File: config.mk
export PLATFORM = sky130hd
export DESIGN_NAME = tff_counter
export DESIGN_NICKNAME = d
export VERILOG_FILES = /design/src/rtl/tff_pkg.sv /design/src/rtl/tff_cell.sv /design/src/rtl/tff_counter.sv
export SDC_FILE = /design/constraint.sdc
export NUM_CORES = 1
export LEC_CHECK = 0
export BUFFER_PORTS_ARGS = -buffer_cell sky130_fd_sc_hd__buf_2
export CORE_AREA = 4 4 41 43
export DETAILED_ROUTE_END_ITERATION = 6
export DIE_AREA = 0 0 45 47
export PLACE_DENSITY = 0.58
export SYNTH_ARGS = -nofsm -noshare
export SYNTH_HDL_FRONTEND = slang
export SYNTH_SLANG_ARGS = --single-unit
File: constraint.sdc
create_clock -name Clock -period 2.9 [get_ports Clock]
set_input_delay 0.58 -clock Clock [delete_from_list [all_inputs] [get_ports Clock]]
set_output_delay 0.58 -clock Clock [all_outputs]
set_load 0.02 [all_outputs]
File: src/rtl/tff_pkg.sv
// ---------------------------------------------------------------------------
// tff_pkg
// Shared constants for the T flip-flop counter slice.
//   DIR_UP / DIR_DOWN   : encoding of the Up direction input
//   DEFAULT_WIDTH       : default counter bit width
//   DEFAULT_MODULUS     : default number of count states
// ---------------------------------------------------------------------------
package tff_pkg;

    localparam logic DIR_UP   = 1'b1;
    localparam logic DIR_DOWN = 1'b0;

    localparam int DEFAULT_WIDTH   = 4;
    localparam int DEFAULT_MODULUS = 16;

endpackage : tff_pkg

File: src/rtl/tff_cell.sv
// ---------------------------------------------------------------------------
// tff_cell
// Single negative-edge T flip-flop with asynchronous active-low reset.
// Ports:
//   Clock  : input, state changes on the falling edge
//   Resetn : input, asynchronous active-low reset (clears q)
//   t      : input, toggle enable sampled at the falling edge
//   q      : output, stored bit
// ---------------------------------------------------------------------------
module tff_cell (
    input  logic Clock,
    input  logic Resetn,
    input  logic t,
    output logic q
);

    logic q_q;
    logic q_d;

    // A T flip-flop is a D flip-flop fed with its own output XOR t.
    always_comb begin
        q_d = q_q ^ t;
    end

    always_ff @(negedge Clock or negedge Resetn) begin
        if (!Resetn) begin
            q_q <= 1'b0;
        end else begin
            q_q <= q_d;
        end
    end

    assign q = q_q;

endmodule : tff_cell

File: src/rtl/tff_counter.sv
// ---------------------------------------------------------------------------
// tff_counter
// Modulo-MODULUS up/down counter built from WIDTH T flip-flops that update
// on the falling edge of Clock. The desired next count is computed here and
// each cell's T input is the XOR of its current bit and the next bit.
// Parameters:
//   WIDTH   : counter width (1..16)
//   MODULUS : number of count states 0..MODULUS-1 (2..2**WIDTH)
// Ports:
//   Clock  : input, falling edge is the active edge
//   Resetn : input, asynchronous active-low reset
//   En     : input, count enable
//   Up     : input, 1 = count up, 0 = count down
//   Load   : input, parallel-load strobe (TFF_COUNTER_LOAD_EN only)
//   D      : input [WIDTH], parallel-load value (TFF_COUNTER_LOAD_EN only)
//   Q      : output [WIDTH], current count
//   Tc     : output, combinational terminal-count flag
// Configuration macro:
//   TFF_COUNTER_LOAD_EN : when defined, adds Load/D and the parallel load.
// ---------------------------------------------------------------------------
module tff_counter
    import tff_pkg::*;
#(
    parameter int WIDTH   = DEFAULT_WIDTH,
    parameter int MODULUS = DEFAULT_MODULUS
) (
    input  logic             Clock,
    input  logic             Resetn,
    input  logic             En,
    input  logic             Up,
`ifdef TFF_COUNTER_LOAD_EN
    input  logic             Load,
    input  logic [WIDTH-1:0] D,
`endif
    output logic [WIDTH-1:0] Q,
    output logic             Tc
);

    // MODULUS can be 2**WIDTH, so range checks use one extra bit.
    localparam logic [WIDTH:0]   MOD_EXT   = (WIDTH + 1)'(MODULUS);
    localparam logic [WIDTH-1:0] MAX_COUNT = WIDTH'(MODULUS - 1);

    logic [WIDTH-1:0] count_q;
    logic [WIDTH-1:0] count_d;
    logic [WIDTH-1:0] toggle;
    logic             out_of_range;

    // Next-count selection. Priority: load, then recovery from an illegal
    // state, then counting, else hold. Toggles are the bits that differ.
    always_comb begin
        out_of_range = ({1'b0, count_q} >= MOD_EXT);
        count_d      = count_q;

        if (out_of_range) begin
            count_d = '0;
        end else if (En) begin
            if (Up == DIR_UP) begin
                count_d = (count_q == MAX_COUNT) ? '0 : count_q + WIDTH'(1);
            end else begin
                count_d = (count_q == '0) ? MAX_COUNT : count_q - WIDTH'(1);
            end
        end

`ifdef TFF_COUNTER_LOAD_EN
        if (Load) begin
            count_d = ({1'b0, D} >= MOD_EXT) ? MAX_COUNT : D;
        end
`endif

        toggle = count_q ^ count_d;
    end

    // Terminal count looks only at En, Up and the current count, so a load
    // in progress does not hide it.
    always_comb begin
        Tc = En && (((Up == DIR_UP) && (count_q == MAX_COUNT)) ||
                    ((Up == DIR_DOWN) && (count_q == '0)));
    end

    for (genvar i = 0; i < WIDTH; i++) begin : g_cell
        tff_cell u_cell (
            .Clock  (Clock),
            .Resetn (Resetn),
            .t      (toggle[i]),
            .q      (count_q[i])
        );
    end

    assign Q = count_q;

endmodule : tff_counter
==> impl_metrics.json, run 1 <==
{
  "status": "finished, violations left",
  "violations": "negative setup slack",
  "viasPerCell": 4.64,
  "fill_cells": 146,
  "critPathKind": "reg2out",
  "comb_power_share": 0.657,
  "cp_slowest_stage_delay_ps": 490,
  "wl_met3_um": 64,
  "yosys_warnings": 0,
  "die-width_um": 45,
  "start_util": 0.274,
  "port_buffers": 8,
  "p_int_mw": 0.325,
  "grt_max_degree": 10,
  "synth_edf_count": 0,
  "clkSlewWorstSetupHoldPaths_ps": 30,
  "stdcell_area_um2": 527,
  "ir_drop_uv": 595,
  "avgRoutedWirePerCell_um": 11.8,
  "maxSlewViolCount": 0,
  "switching_share": 0.398,
  "critPathMaxFanout": 4,
  "synth_mux_area_frac": 0.0596,
  "grt_antenna_before_repair": 0,
  "core_area_um2": 1300,
  "grt_pass1_vias": 323,
  "drcViolationCount": 0,
  "setup_viol_count_final": 5,
  "synth_compound_area_frac": 0.154,
  "drive_gt1_frac": 0.526,
  "switchingPower_mw": 0.214,
  "synth-xor-area-share": 0.0491,
  "finalSetupTns_ps": -875,
  "dieHeight_um": 47,
  "crit_path_end_kind": "output pin",
  "route.top_layer_used": "met3",
  "seqPwrFrac": 0.216,
  "syn_area_um2": 357,
  "min_path_type": "reg2reg",
  "p_total_mw": 0.539,
  "dr_wl_met2_um": 396,
  "ctsHtreeMaxLevel": 1,
  "hold_viol": 0,
  "crit_family": "flip-flops",
  "critPathBufInv": 1,
  "clockRootBuffer": "clkbuf_4",
  "path_cells": "ha_4 > nand4_1 > a21boi_2 > buf_4",
  "grt_use_total": 0.0998,
  "ys_types": 25,
  "slew_headroom": 0.840,
  "clkPwrFrac": 0.127,
  "slowest_stage": "dfrtn_1",
  "io_pins": 9,
  "wl_um": 849,
  "leakagePower_nw": 0.241,
  "synth_ff_type": "dfrtn_1",
  "ys_seq_area_frac": 0.281,
  "yosys.area_share.simple": 0.242,
  "cts_made_buffers": 3,
  "fin_ws_ps": -421,
  "synth-seq-cells": 4,
  "maxCapViolCount": 0,
  "drt-initial-drc-count": 10,
  "start_kind": "flop",
  "ant_nets": 0,
  "nets": 65,
  "dpl_cell_area_um2": 447,
  "synth_fa_ha_area_frac": 0.0702,
  "syn_area_per_cell_um2": 8.70,
  "syn_nets": 47,
  "row_count": 13,
  "cts_tree": "yes",
  "die-area_um2": 2120,
  "dp_hpwl_um": 594,
  "clk_latency_ps": 250,
  "place_ws_ps": -204,
  "synth_top_family_by_area": "simple AND/OR/NAND/NOR gates",
  "fin_skew_ps": 1.53,
  "cts_buffer_depth": 2,
  "powerDensity_nw_per_um2": 1020,
  "grt_pass1_wl_um": 1410,
  "hold_ws_ps": 614,
  "first_pass_iters": 4,
  "critPathArrivalTime_ps": 2740,
  "tightestPinTransition_ps": 240,
  "synth-async-reset-ratio": 1.00,
  "antenna_cells": 0,
  "num_vias": 334,
  "gp_congestion": 0.811,
  "required_ps": 2320,
  "grt-ovfl-total": 0,
  "clock_sinks": 4,
  "rsz0062_at_grt": "yes",
  "syn2layout_area_growth_pct": 47.7,
  "ctsHoldBuffers": 0,
  "syn_inst": 41,
  "wl_met1_um": 389
}
final cells by class:
cell class / instances / area, um2 / area share
sequential: 4 / 100 / 0.190
tap: 15 / 18.8 / 0.0356
inverter: 3 / 11.3 / 0.0214
timing repair buffer: 19 / 150 / 0.285
clock buffer: 3 / 22.5 / 0.0428
multi-input combinational: 28 / 224 / 0.425
final timing paths:
| path | start | to | slack, ps | cells after the start |
|---|---|---|---|---|
| max | flop | Tc | -420 | 4 |
| min | flop | flop | 610 | 2 |
| max reg2reg | flop | flop | 1300 | 6 |
| min reg2reg | flop | flop | 610 | 2 |
| max in group asynchronous | Resetn | async pin | 1280 | 1 |
| min in group asynchronous | Resetn | async pin | 1470 | 1 |
cell usage after synthesis (all sizes together), types with 2 or more instances:
| cell type | count | area share |
|---|---|---|
| inv | 3 | 0.032 |
| o21ai | 2 | 0.028 |
| dfrtn | 4 | 0.28 |
| ha | 2 | 0.070 |
| nor2b | 2 | 0.035 |
| nand2 | 4 | 0.042 |
| xnor2 | 2 | 0.049 |
| buf | 6 | 0.11 |
cells in the final DEF (no fill, tap or decap), drive strengths merged, types with 2 or more instances in the layout:
master / Yosys / routed
buf: 6 / 19
nand2: 4 / 4
dfrtn: 4 / 4
inv: 3 / 3
clkbuf: 0 / 3
xnor2: 2 / 2
o21ai: 2 / 2
nor2b: 2 / 2
ha: 2 / 2
power groups by stage:
stage | logic [mW] | clock network [mW] | registers, mW
after detailed placement | 0.286 | 0 | 0.112
after CTS | 0.354 | 0.0712 | 0.109
final | 0.354 | 0.0684 | 0.117
after global placement | 0.286 | 0 | 0.112
after global routing | 0.392 | 0.0799 | 0.120
after floorplan | 0.190 | 0 | 0.122
layer usage:
metal | vias up | track usage
met1 | 150 | 0.126
met4 | 0 | 0.0526
met3 | 0 | 0.0498
met5 | - | 0
met2 | 11 | 0.138
li1 | 173 | -
worst register-to-register path, stage by stage, from the launching register on:
cell,delay (ps)
dfrtn_1,490
inv_1,70
ha_2,190
buf_4,130
and4bb_2,210
a211oi_1,200
o22ai_1,130
repair_timing:
action                     CTS  global route
buffers inserted             3             1
setup endpoints to repair    5             5
gates resized for setup      9             5
pin swaps                    1             0
kinds of logic after synthesis:
| family | Yosys count |
|---|---|
| AO/OA/AOI/OAI | 8 |
| XOR/XNOR | 2 |
| adder cells (fa/ha/maj) | 2 |
| buffers and inverters | 9 |
| flip-flops | 4 |
| multiplexers | 2 |
| AND/OR/NAND/NOR | 14 |
through the flow:
stage,util,instances
final,0.405,72
after global routing,0.405,72
after CTS,0.398,73
after detailed placement,0.343,67
after global placement,0.343,67
after floorplan,-,41
(Power assumes the default switching activity.)
==> run 2: changes to the inputs <==
--- a/config.mk
+++ b/config.mk
@@ -9,7 +9,7 @@
 export CORE_AREA = 4 4 41 43
 export DETAILED_ROUTE_END_ITERATION = 6
 export DIE_AREA = 0 0 45 47
-export PLACE_DENSITY = 0.58
+export PLACE_DENSITY = 0.48
 export SYNTH_ARGS = -nofsm -noshare
 export SYNTH_HDL_FRONTEND = slang
 export SYNTH_SLANG_ARGS = --single-unit
==> run 2 against run 1 <==
Against the previous run: the flow still finishes with violations (negative setup slack); core utilization is the same; register-to-register slack better by 40 ps; non-clock buffer count up 1; via count decreased by 2.1%; sequential share of layout area unchanged; first-iteration DRC count down 80%; sequential cell count is the same; clock skew grew 3.0 ps; combinational power rose by 1%; largest cell class unchanged.
==> impl_metrics.json, run 2 (same netlist as run 1, synthesis figures left out) <==
{
  "critPathMaxFanout": 3,
  "fin_ws_ps": -369,
  "wl_um": 811,
  "cts_tree": "yes",
  "reg2reg_depth": 6,
  "place_ws_ps": -148,
  "maxSlewViolCount": 0,
  "ctsHoldBuffers": 0,
  "slowest_stage": "dfrtn_1",
  "hold_ws_ps": 557,
  "num_vias": 327,
  "clkSlewWorstSetupHoldPaths_ps": 30,
  "slew_headroom": 0.844,
  "drive_gt1_frac": 0.500,
  "p_total_mw": 0.531,
  "avgRoutedWirePerCell_um": 11.1,
  "antenna_cells": 0,
  "fill_cells": 144,
  "tightestPinTransition_ps": 234,
  "layout_common_cells": "buf_4 (11), buf_6 (6), nand2_1 (4), dfrtn_1 (4)",
  "drt-initial-drc-count": 2,
  "grt_antenna_before_repair": 0,
  "ctsHtreeMaxLevel": 1,
  "dieHeight_um": 47,
  "final_common_cell": "buf_4",
  "crit_path_end_kind": "output pin",
  "gp_congestion": 0.752,
  "core_area_um2": 1300,
  "ant_nets": 0,
  "grt_use_total": 0.0967,
  "fin_skew_ps": 4.51,
  "first_pass_iters": 2,
  "ir_drop_uv": 396,
  "start_util": 0.274,
  "required_ps": 2320,
  "maxCapViolCount": 0,
  "start_kind": "flop",
  "rsz0062_at_grt": "yes",
  "grt_max_degree": 10,
  "drcViolationCount": 0,
  "multi_input_area_um2": 209,
  "final-seq-area_um2": 100,
  "clock_sinks": 4,
  "io_pins": 9,
  "cts_made_buffers": 3,
  "post-route-util": 0.405,
  "clk_latency_ps": 250,
  "stdcell_area_um2": 527,
  "grt_pass1_vias": 312,
  "holdPathStages": 2,
  "cts_buffer_depth": 2,
  "status": "finished, violations left",
  "die-width_um": 45,
  "clockRootBuffer": "clkbuf_4",
  "violations": "negative setup slack",
  "critPathKind": "reg2out",
  "path_cells": "ha_1 > nand4_1 > a21boi_2 > buf_4",
  "leakagePower_nw": 0.250,
  "die-area_um2": 2120,
  "setup_viol_count_final": 5,
  "syn2layout_area_growth_pct": 47.7,
  "r2r_slack_ps": 1340,
  "hold_viol": 0,
  "dpl_cell_area_um2": 454,
  "min_path_type": "reg2reg",
  "viasPerCell": 4.48,
  "grt_pass1_wl_um": 1380,
  "port_buffers": 8,
  "nets": 66,
  "grt-ovfl-total": 0,
  "critPathArrivalTime_ps": 2690,
  "cp_slowest_stage_delay_ps": 440,
  "powerDensity_nw_per_um2": 1010,
  "dp_hpwl_um": 646,
  "row_count": 13
}
[run 2: layout make-up]
cell class	instances	area share
Inverter	3	0.0214
Sequential cell	4	0.190
Clock buffer	3	0.0428
Multi-Input combinational cell	28	0.397
Timing Repair Buffer	20	0.314
Tap cell	15	0.0356
[run 2: how the worst max path moves through the flow]
stage,from,endpoint,slack [ps],cells after the start
3_3_place_gp,flop,Tc,-160,4
4_1_cts,flop,Tc,-400,4
6_report,flop,Tc,-370,4
2_1_floorplan,flop,Tc,-200,3
3_5_place_dp,flop,Tc,-150,4
5_1_grt,flop,Tc,-450,4
[run 2: metal layers]
layer / vias to the layer above / global-route usage / share of wire
met5: - / 0 / 0
met4: 0 / 0.0351 / 0
met2: 6 / 0.144 / 0.47
met3: 0 / 0.0460 / 0.036
li1: 176 / - / -
met1: 145 / 0.122 / 0.49
[run 2: power by group]
part	switching [mW]	internal [mW]
sequential	0.0225	0.0843
clock	0.0203	0.0461
combinational	0.161	0.197
total	0.204	0.327
[run 2: what timing repair did]
action / in CTS / in global routing
endpoints found under the setup margin: 5 / 5
hold endpoints to repair: 0 / 0
resized for setup: 10 / 1
setup buffers: 2 / 1
[run 2: critical path, delay by kind of cell (launching register included)]
family	cells	cell delay (ps)
buffers and inverters	1	140
AND/OR/NAND/NOR	1	110
flip-flops	1	440
adder cells (fa/ha/maj)	1	180
AO/OA/AOI/OAI	1	120
[run 2: through the flow]
stage | TNS (ps) | cells
6_report | -787 | 73
4_1_cts | -888 | 73
3_5_place_dp | -182 | 68
5_1_grt | -1030 | 73
2_1_floorplan | -203 | 41
3_3_place_gp | -198 | 68
